File: config.mk
export PLATFORM = sky130hd
export DESIGN_NAME = sensor_height_acq
export DESIGN_NICKNAME = d
export VERILOG_FILES = /design/src/rtl/baggage_pkg.sv /design/src/rtl/sensor_pair_height.sv /design/src/rtl/sensor_height_acq.sv
export SDC_FILE = /design/constraint.sdc
export NUM_CORES = 1
export LEC_CHECK = 0
export CORE_MARGIN = 3
export CORE_UTILIZATION = 55
export DETAILED_ROUTE_END_ITERATION = 8
export GPL_ROUTABILITY_DRIVEN = 0
export PLACE_DENSITY = 0.82
export SKIP_CTS_REPAIR_TIMING = 1
export SYNTH_ARGS = -nofsm -noshare
export SYNTH_HDL_FRONTEND = slang
export SYNTH_SLANG_ARGS = --single-unit
File: constraint.sdc
create_clock -name clk -period 8.9 [get_ports clk]
set_input_delay 1.78 -clock clk [delete_from_list [all_inputs] [get_ports clk]]
set_output_delay 1.78 -clock clk [all_outputs]
set_load 0.05 [all_outputs]
File: src/rtl/baggage_pkg.sv
// Shared definitions for the baggage-drop height path.
//   state_t          : acquisition FSM states
//   W_DEF            : default sensor/height width
//   AVG_DEPTH_DEF    : default number of accepted samples per output
//   log2_ceil()      : elaboration-time ceiling log2 helper
package baggage_pkg;

    localparam int unsigned W_DEF         = 8;
    localparam int unsigned AVG_DEPTH_DEF = 4;

    typedef enum logic [0:0] {
        COLLECT = 1'b0,
        HOLD    = 1'b1
    } state_t;

    // Ceiling log2 for parameter sizing; exact for powers of two.
    function automatic int unsigned log2_ceil(input int unsigned v);
        int unsigned r;
        r = 0;
        for (int unsigned i = 0; i < 32; i++) begin
            if ((32'd1 << i) < v) begin
                r = i + 1;
            end
        end
        return r;
    endfunction

endpackage

File: src/rtl/sensor_pair_height.sv
// Combinational per-sample height from four distance sensors.
// A reading of 0 marks a faulty sensor. Sensors 1/3 and 2/4 form opposing
// pairs; a pair with a faulty member is excluded, and when both pairs are
// unusable the sample is rejected.
//   s1..s4        in  : sensor readings
//   sample_height out : rounded mean of the usable sensors
//   reject        out : no usable pair in this sample
module sensor_pair_height
    import baggage_pkg::*;
#(
    parameter int unsigned W = W_DEF
) (
    input  logic [W-1:0] s1,
    input  logic [W-1:0] s2,
    input  logic [W-1:0] s3,
    input  logic [W-1:0] s4,
    output logic [W-1:0] sample_height,
    output logic         reject
);

    logic [W:0]   sum13;
    logic [W:0]   sum24;
    logic [W+1:0] sum_all;
    logic         bad13;
    logic         bad24;

    always_comb begin
        bad13   = (s1 == '0) || (s3 == '0);
        bad24   = (s2 == '0) || (s4 == '0);
        // Rounding constants folded into the sums; widths leave headroom.
        sum13   = (W+1)'(s1) + (W+1)'(s3) + (W+1)'(1);
        sum24   = (W+1)'(s2) + (W+1)'(s4) + (W+1)'(1);
        sum_all = (W+2)'(s1) + (W+2)'(s2) + (W+2)'(s3) + (W+2)'(s4) + (W+2)'(2);

        reject = bad13 && bad24;
        if (bad13) begin
            sample_height = W'(sum24 >> 1);
        end else if (bad24) begin
            sample_height = W'(sum13 >> 1);
        end else begin
            sample_height = W'(sum_all >> 2);
        end
    end

endmodule

File: src/rtl/sensor_height_acq.sv
// Height acquisition: samples four sensors on sample_valid, averages
// AVG_DEPTH accepted per-sample heights and offers the rounded mean over a
// valid/ready handshake.
//   clk, rst        : clock, synchronous active-high reset
//   sample_valid    : sensor1..4 carry a new sample
//   sensor1..4      : raw sensor readings (0 = faulty)
//   height          : filtered height, stable while height_valid
//   height_valid    : height offered downstream
//   height_ready    : downstream accepts height
//   sensor_fault    : 1-cycle pulse, sample rejected in COLLECT
//   sample_dropped  : 1-cycle pulse, sample arrived while holding output
module sensor_height_acq
    import baggage_pkg::*;
#(
    parameter int unsigned W         = W_DEF,
    parameter int unsigned AVG_DEPTH = AVG_DEPTH_DEF
) (
    input  logic         clk,
    input  logic         rst,
    input  logic         sample_valid,
    input  logic [W-1:0] sensor1,
    input  logic [W-1:0] sensor2,
    input  logic [W-1:0] sensor3,
    input  logic [W-1:0] sensor4,
    output logic [W-1:0] height,
    output logic         height_valid,
    input  logic         height_ready,
    output logic         sensor_fault,
    output logic         sample_dropped
);

    localparam int unsigned LOG2  = log2_ceil(AVG_DEPTH);
    localparam int unsigned ACC_W = W + LOG2;
    localparam int unsigned CNT_W = (LOG2 > 0) ? LOG2 : 1;

    state_t             state_q, state_d;
    logic [CNT_W-1:0]   count_q, count_d;
    logic [ACC_W-1:0]   acc_q, acc_d;
    logic [W-1:0]       height_q, height_d;
    logic               height_valid_q, height_valid_d;
    logic               sensor_fault_q, sensor_fault_d;
    logic               sample_dropped_q, sample_dropped_d;

    logic [W-1:0]       sample_height;
    logic               reject;
    logic [ACC_W-1:0]   acc_sum;
    logic [ACC_W-1:0]   avg_round;

    sensor_pair_height #(.W(W)) u_pair (
        .s1            (sensor1),
        .s2            (sensor2),
        .s3            (sensor3),
        .s4            (sensor4),
        .sample_height (sample_height),
        .reject        (reject)
    );

    // Next-state and output logic.
    always_comb begin
        state_d          = state_q;
        count_d          = count_q;
        acc_d            = acc_q;
        height_d         = height_q;
        height_valid_d   = height_valid_q;
        sensor_fault_d   = 1'b0;
        sample_dropped_d = 1'b0;

        // Accumulator width covers AVG_DEPTH full-scale samples plus rounding.
        acc_sum   = acc_q + ACC_W'(sample_height);
        avg_round = acc_sum + ACC_W'(AVG_DEPTH / 2);

        case (state_q)
            COLLECT: begin
                if (sample_valid) begin
                    if (reject) begin
                        sensor_fault_d = 1'b1;
                    end else if (count_q == CNT_W'(AVG_DEPTH - 1)) begin
                        height_d       = W'(avg_round >> LOG2);
                        height_valid_d = 1'b1;
                        acc_d          = '0;
                        count_d        = '0;
                        state_d        = HOLD;
                    end else begin
                        acc_d   = acc_sum;
                        count_d = count_q + CNT_W'(1);
                    end
                end
            end
            HOLD: begin
                // Samples are discarded while an output is pending, even on
                // the handshake cycle; no fault is flagged here.
                if (sample_valid) begin
                    sample_dropped_d = 1'b1;
                end
                if (height_valid_q && height_ready) begin
                    height_valid_d = 1'b0;
                    state_d        = COLLECT;
                end
            end
            default: begin
                state_d = COLLECT;
            end
        endcase
    end

    // State registers.
    always_ff @(posedge clk) begin
        if (rst) begin
            state_q          <= COLLECT;
            count_q          <= '0;
            acc_q            <= '0;
            height_q         <= '0;
            height_valid_q   <= 1'b0;
            sensor_fault_q   <= 1'b0;
            sample_dropped_q <= 1'b0;
        end else begin
            state_q          <= state_d;
            count_q          <= count_d;
            acc_q            <= acc_d;
            height_q         <= height_d;
            height_valid_q   <= height_valid_d;
            sensor_fault_q   <= sensor_fault_d;
            sample_dropped_q <= sample_dropped_d;
        end
    end

    assign height         = height_q;
    assign height_valid   = height_valid_q;
    assign sensor_fault   = sensor_fault_q;
    assign sample_dropped = sample_dropped_q;

endmodule
**Word-level counts from Yosys, hierarchy flattened**

Cells that the tools add are included.

- Register bits after elaboration: 24
- Input port bits: 36
- Output and inout bits: 11
- Logic and storage cells: 55

- Add/subtract/negate cells: 11
- Equality and inequality tests: 5
- Mux-type cells: 16
- Bitwise logic cells: 3
- Reduce and logical (&&, ||, !) cells: 13

Operators with widths:

| cell | count |
|---|---|
| $logic_not A8 Y1 | 4 |
| $add A10 B8 Y10 | 3 |
| $add A8 B8 Y9 | 3 |
| $add A10 B2 Y10 const B | 2 |
| $add A9 B1 Y9 const B | 2 |
| $mux W8 | 2 |
| $mux W1 | 10 |
| $mux W10 | 1 |
| $reduce_and A4 Y1 | 2 |
| $ne A2 B2 Y1 const B | 3 |
| $pmux W1 S2 | 2 |
| $not A1 Y1 | 3 |
| $reduce_and A3 Y1 | 1 |
| $reduce_or A3 Y1 | 1 |
| $add A2 B1 Y2 const B | 1 |
| $eq A2 B2 Y1 const B | 1 |
| $logic_and A1 B1 Y1 | 2 |
| $logic_or A1 B1 Y1 | 2 |
| $mux W2 | 1 |
| $ne A2 B1 Y1 const B | 1 |
| $reduce_or A2 Y1 | 1 |

**Depth between registers and ports, before layout**

Gate-level depths: netlist (run 1).

- Depth in word-level cells: 8
- Mapped depth: 25

**By module**

From an unflattened synthesis (run 1), not the netlist that was laid out.

- Cell total of the unflattened synthesis: 393
- Area total of the unflattened synthesis: 3,164.3 µm²

By module, submodules not included:

| module | times used | cells each | area an instance (µm²) | sequential area each (µm²) |
|---|---|---|---|---|
| sensor_pair_height | 1 | 216 | 1,662.8 | 0.0 |
| sensor_height_acq | 1 | 177 | 1,501.4 | 480.5 |

**Worst setup path after synthesis (run 1)**

Ideal clock, no wire load.

- Path type: input -> register
- Start: input sensor1[0]
- End: register height_q[6], in the netlist height[6]
- Library setup time: 132 ps
- Data arrival time: 6,030 ps
- Data required time: 8,768 ps
- Setup slack: 2,738 ps
- Cell stages on the path: 25
- Cells stage by stage: ha_1 > inv_1 > fa_1 > inv_1 > a21oi_1 > o21ai_0 > xnor2_1 > fa_1 > inv_1 > ha_1 > o21ai_0 > nand2b_1 > a31oi_1 > o21bai_1 > xor2_1 > mux2i_1 > mux2i_1 > ha_1 > nor2b_1 > a221o_1 > a211oi_2 > nor2_4 > a31o_2 > nand3_1 > a21oi_1

- Longest elaborated chain between the ends: 8
- Elaborated cells between the ends (all ways): 15
- Those cells by class: 8 x add/sub; 2 x mux; 1 x bitwise; 4 x reduce/logical

RTL lines:

| element | line | text |
|---|---|---|
| from (decl) | sensor_height_acq.sv:21 | `input logic [W-1:0] sensor1,` |
| $add A8 B8 Y9 | sensor_pair_height.sv:33 | `sum_all = (W+2)'(s1) + (W+2)'(s2) + (W+2)'(s3) + (W+2)'(s4) + (W+2)'(2);` |
| $add A10 B8 Y10 (2 in series) | sensor_pair_height.sv:33 |  |
| $add A10 B2 Y10 | sensor_pair_height.sv:33 |  |
| $mux W8 | sensor_pair_height.sv:38 | `end else if (bad24) begin` |
| $mux W8 | sensor_pair_height.sv:36 | `if (bad13) begin` |
| $add A10 B8 Y10 | sensor_height_acq.sv:69 | `acc_sum = acc_q + ACC_W'(sample_height);` |
| $add A10 B2 Y10 | sensor_height_acq.sv:70 | `avg_round = acc_sum + ACC_W'(AVG_DEPTH / 2);` |
| to (signal assigned) | sensor_height_acq.sv:120 | `height_q <= height_d;` |
| to (decl) | sensor_height_acq.sv:39 | `logic [W-1:0] height_q, height_d;` |

Parallel ways exist; a longest one is shown, timed or not.
A chain may end at the register's enable or synchronous reset.

**Final worst setup path (run 1)**

- Start: input sensor2[0]
- End: register height_q[7], in the netlist height[7]

- Longest elaborated chain between the ends: 8
- Elaborated cells between the ends (all ways): 15
- Those cells by class: 8 x add/sub; 2 x mux; 1 x bitwise; 4 x reduce/logical

RTL lines:

| element | line | text |
|---|---|---|
| from (decl) | sensor_height_acq.sv:22 | `input logic [W-1:0] sensor2,` |
| $add A8 B8 Y9 | sensor_pair_height.sv:33 |  |
| $add A10 B8 Y10 (2 in series) | sensor_pair_height.sv:33 |  |
| $add A10 B2 Y10 | sensor_pair_height.sv:33 |  |
| $mux W8 | sensor_pair_height.sv:38 |  |
| $mux W8 | sensor_pair_height.sv:36 |  |
| $add A10 B8 Y10 | sensor_height_acq.sv:69 |  |
| $add A10 B2 Y10 | sensor_height_acq.sv:70 |  |

Parallel ways exist; a longest one is shown, timed or not.

==> flow_summary.ini, run 1 <==
[critical_path]
path_class = in2reg
crit_slowest_cell = clkdlybuf4s50_1
crit_fanout = 5
rr_worst_depth = 9
arrival_ps = 7210
endpoint_kind = flip-flop
start_kind = input pin
r2r_setup_slack_ps = 6020
slowest_delay_ps = 530
critical_path_required_ps = 9080

[synthesis]
syn_area_per_cell_um2 = 7.735
yosysSeqAreaShare_pct = 16.18
synthAdderAreaFrac_pct = 24.85
yosysUniqueCellTypes = 38
synth-compound-area-share_pct = 21.40
synthSimpleGateAreaFrac_pct = 18.83
netlist_area_um2 = 2970
postSynthCellCount = 384
synth_top_family_by_area = adder cells
synth_xor_area_share_pct = 10.03
synthesis.nets = 473
synth_mux_area_share_pct = 2.022
synth_seq_cells = 24
yosys_warnings = 0

[cts]
clock_latency_ps = 270
clkTransAtPathRegs_ps = 90
clock_path_buffers = 2
cts_max_level = 1
clock_sinks = 24
tritoncts = done
numCtsBuffers = 3
cts-root-buf = clkbuf_8

[finish]
drive_gt1_share_pct = 2.600
num_antenna_cells = 0
final_cells = 493
finalCoreUtilization_pct = 68.02
syn2layout_area_growth_pct = 18.45
final_nets = 514

[sta]
rsz0062_at_grt = no
setup_viol_count_final = 0
setup_slack_ps = 1863
final_hold_viol_count = 0
clock_skew_ps = 5.787
finalSetupTns_ps = 0
fin_crit_ps = 7037
drv_slew = 0
max_slew_margin_pct = 31.59
worst_slew_pin_slew_ps = 1022
fin_crit_sh_pct = 79.07
fmax_ghz = 0.1421

[place]
dp.final_hpwl_um = 6057
placedCellCount = 490
port_buffers = 46
dp_slack_ps = 1618

[detailed_routing]
initialDrtViolationCount = 121
dr_wl_met3_um = 228
first_pass_iters = 4
wl_per_cell_um = 14.79
antenna_left = 0
met2_wirelength_um = 3618
vias_per_cell = 5.643
top_layer = met4
wl_met1_um = 3303
routed_wl_um = 7290
dr_total_vias = 2782
drc = 0

[min_path]
hold_path_class = reg2reg
hold_path_depth = 2

[global_route]
grt_max_degree = 25
gr-total-overflow = 0
antenna_found_initial = 0
first_global_vias = 2855
track_usage_pct = 23.65
grt_pass1_wl_um = 12180

[floorplan]
chipWidth_um = 79.49
initial_core_util_pct = 57.43
core-area_um2 = 5172
rows = 26
num_io_pins = 47
fp.dieArea_um2 = 6319
die_h_um = 79.49

[power]
p_total_uw = 1043
irDropWorstVdd_mv = 0.2442
p_leak_uw = 0.001543
p_per_area_nw_per_um2 = 296.4

[outcome]
status = finished, final reports clean

[flow_run]
maxCapViolCount = 0
-- layout by cell type (no fill, tap or decap), drive strengths merged, types with 22 or more instances in the layout --
cell,Yosys,routed
a21oi,29,29
clkdlybuf4s50,0,46
dfxtp,24,24
ha,43,43
inv,42,42
nand2,22,22
nor2,41,41
o21ai,32,32
xnor2,23,23
-- per-stage QoR --
stage	hold slack [ps]	instance area, µm²
after floorplan	431.2	2970
final	463.1	3518
after detailed placement	446.8	3477
after global routing	487.0	3518
after CTS	458.7	3518
after global placement	442.5	3477
-- routing by layer --
metal,vias to the layer above,track usage [%]
met3,16,2.596
met5,-,0
met1,1269,28.76
met4,0,7.732
li1,1425,-
met2,72,42.99
-- sequential cells by signal, summed over array words and instances, names as in the netlist --
name            flops
height              8
acc_q              10
count_q             2
height_valid        1
state_q             1
sensor_fault        1
sample_dropped      1
-- cell families (layout without fill, tap and decap cells) --
kind of cell,after synthesis,count (layout)
and+or+nand+nor,113,113
adders and majority gates,53,53
buffers and inverters,52,91
xor gates and xnor gates,34,34
muxes,6,6
DFF,24,24
AOI/OAI and AO/OA,102,102
-- cells in the mapped netlist --
cell type / count / area share [%]
ha_1: 43 / 18
inv_1: 42 / 5.3
nor2_1: 40 / 5.1
o21ai_0: 31 / 5.2
a21oi_1: 29 / 4.9
dfxtp_1: 24 / 16
xnor2_1: 23 / 6.8
nand2_1: 22 / 2.8
nor3_1: 13 / 2.2
a21o_1: 12 / 3.0
xor2_1: 11 / 3.2
a211oi_1: 10 / 2.5
fa_1: 10 / 6.7
nor4_1: 9 / 1.9
nand2b_1: 8 / 1.7
mux2i_1: 6 / 2.0
nor2b_1: 6 / 1.3
nor3b_1: 6 / 1.5
a31oi_1: 5 / 1.1
clkbuf_1: 4 / 0.51
o21a_1: 4 / 1.0
a211oi_2: 3 / 1.3
buf_1: 3 / 0.38
buf_2: 3 / 0.51
nand3_1: 3 / 0.51
a22oi_1: 2 / 0.51
a211o_1: 1 / 0.29
a221o_1: 1 / 0.34
a31o_2: 1 / 0.29
and3_1: 1 / 0.21
and4_1: 1 / 0.29
nand4_1: 1 / 0.21
nand4b_2: 1 / 0.51
nor2_4: 1 / 0.38
o2111a_2: 1 / 0.42
o21ai_2: 1 / 0.29
o21bai_1: 1 / 0.25
or4b_1: 1 / 0.34
-- where the power goes --
group | internal [µW] | switching (µW) | total, µW
sequential | 127 | 13.9 | 140
combinational | 360 | 477 | 837
clock | 30.3 | 34.6 | 64.9
-- layout make-up --
type / count / area [µm²]
Clock buffer: 3 / 41.29
Fill cell: 422 / 1654
Inverter: 42 / 157.7
Multi-Input combinational cell: 308 / 2291
Sequential cell: 24 / 480.5
Tap cell: 70 / 87.58
Timing Repair Buffer: 46 / 460.4
-- worst paths after layout --
path / from / endpoint
setup / recovery: sensor2[0] / height[7]$_SDFFE_PP0P_
hold / removal: state_q$_SDFF_PP0_ / sample_dropped$_SDFF_PP0_
hold reg to reg: state_q$_SDFF_PP0_ / sample_dropped$_SDFF_PP0_
setup reg to reg: acc_q[0]$_SDFFE_PP0P_ / height[7]$_SDFFE_PP0P_
-- worst max-delay path, delay by kind of cell --
family	cells	cell delay, ps
fa+ha+maj	5	1690
compound gates	7	1260
xor+xnor	4	870
buf+inv	4	690
simple gates	3	640
mux	2	250
Power figures use the tool's default switching activity.
==> run 2: changes to the inputs <==
Settings changed: CORE_UTILIZATION 55 to 50, PLACE_DENSITY 0.82 to 0.78.
Clock period 8.9 ns to 6.19 ns, I/O delays scaled along.
==> run 2 against run 1 <==
Effect of this change: clock power rose by 46%; final cell count rose by 9.7%; total power rose by 88%; die area rose by 9.2%; routed wire length rose by 8.8%; combinational power rose by 98%; clock skew rose by 4.2 ps; critical path depth rose by 1; largest cell class unchanged.
==> flow_summary.ini, run 2 (synthesized netlist as in run 1, its figures left out) <==
[power]
p_per_area_nw_per_um2 = 490.7
p_total_uw = 1958
p_leak_uw = 0.001790
irDropWorstVdd_mv = 0.4907

[global_route]
first_global_vias = 3013
grt_max_degree = 25
track_usage_pct = 22.17
antenna_found_initial = 0
grt_pass1_wl_um = 13120
gr-total-overflow = 0

[cts]
tritoncts = done
clock_sinks = 24
clkTransAtPathRegs_ps = 90
clock_latency_ps = 270
numCtsBuffers = 3
cts-root-buf = clkbuf_8
cts_max_level = 1
clock_path_buffers = 2

[sta]
final_hold_viol_count = 0
max_slew_margin_pct = 29.72
setup_viol_count_final = 0
drv_slew = 0
fin_crit_ps = 5952
clock_skew_ps = 10.02
fmax_ghz = 0.1680
fin_crit_sh_pct = 96.15
worst_slew_pin_slew_ps = 1050

[floorplan]
core-area_um2 = 5642
initial_core_util_pct = 52.65
die_h_um = 83.08
rows = 27
fp.dieArea_um2 = 6901
chipWidth_um = 83.08
num_io_pins = 47

[detailed_routing]
wl_per_cell_um = 14.66
dr_wl_met3_um = 225
drc = 0
wl_met1_um = 3520
antenna_left = 0
initialDrtViolationCount = 87
vias_per_cell = 5.501
top_layer = met4
routed_wl_um = 7931
first_pass_iters = 4
met2_wirelength_um = 4074
dr_total_vias = 2976

[finish]
final_cells = 541
layout_common_cells = clkdlybuf4s50_1 (46), buf_4 (46), inv_1 (42), nor2_1 (39), ha_1 (38)
syn2layout_area_growth_pct = 34.37
final_nets = 560
top_register = acc_q
finalCoreUtilization_pct = 70.75
num_antenna_cells = 0
drive_gt1_share_pct = 16.63
largest_reg_flops = 10

[place]
port_buffers = 46
dp.final_hpwl_um = 6328
placedCellCount = 535

[flow_run]
maxCapViolCount = 0

[critical_path]
critical_path_required_ps = 6380
endpoint_kind = flip-flop
path_class = in2reg
start_kind = input pin
arrival_ps = 6140
crit_fanout = 5

[outcome]
status = finished, final reports clean

[min_path]
hold_path_class = reg2reg
run 2: cell type report:
class / count / area [µm²]
multi-input combinational: 308 / 2416
fill: 457 / 1650
inverter: 42 / 157.7
sequential: 24 / 480.5
timing repair buffer: 92 / 805.8
tap: 72 / 90.09
clock buffer: 3 / 41.29
run 2: critical path, stage by stage:
cell and delay (ps):
clkdlybuf4s50_1 500, ha_2 190, inv_1 50, fa_2 340
inv_1 60, a21oi_1 70, o21ai_2 190, a21o_1 140
a21o_1 140, xnor2_1 140, fa_1 430, inv_1 110
ha_4 220, a31oi_4 210, o21bai_2 90, xor2_1 140
mux2i_1 130, mux2i_1 110, ha_1 390, nor3b_2 210
a21oi_1 110, xnor2_1 240, buf_4 180, nand4b_2 130
xor2_2 170, a211oi_2 180
run 2: stage by stage:
step                hold slack, ps  setup WS [ps]  setup TNS (ps)  cell area (µm²)
finish                       471.4          238.2               0             3991
global route                 500.9         -139.3          -418.9             3991
CTS                          466.3         -88.83          -294.0             3844
detailed placement           454.1         -376.8           -2208             3802
global placement             448.1         -160.3          -689.1             3802
floorplan                    431.2          570.0               0             2970
run 2: final timing paths:
kind / startpoint / endpoint / slack (ps) / cells after the start
hold / removal: state_q$_SDFF_PP0_ / sample_dropped$_SDFF_PP0_ / 470 / 2
setup reg to reg: acc_q[0]$_SDFFE_PP0P_ / height[7]$_SDFFE_PP0P_ / 3580 / 11
setup / recovery: sensor2[0] / height[7]$_SDFFE_PP0P_ / 240 / 26
hold reg to reg: state_q$_SDFF_PP0_ / sample_dropped$_SDFF_PP0_ / 470 / 2
run 2: power breakdown:
part / leakage, µW / switching (µW) / total [µW] / internal [µW]
registers: 0.000195 / 19.9 / 202 / 182
clock network: 0.0000216 / 50.9 / 94.5 / 43.6
logic: 0.00157 / 809 / 1660 / 854
total: 0.00179 / 879 / 1960 / 1080
run 2: metal layers:
layer	global-route usage, %	up-vias
li1	-	1511
met1	27.58	1389
met2	40.67	65
met3	2.183	11
met4	5.498	0
met5	0	-
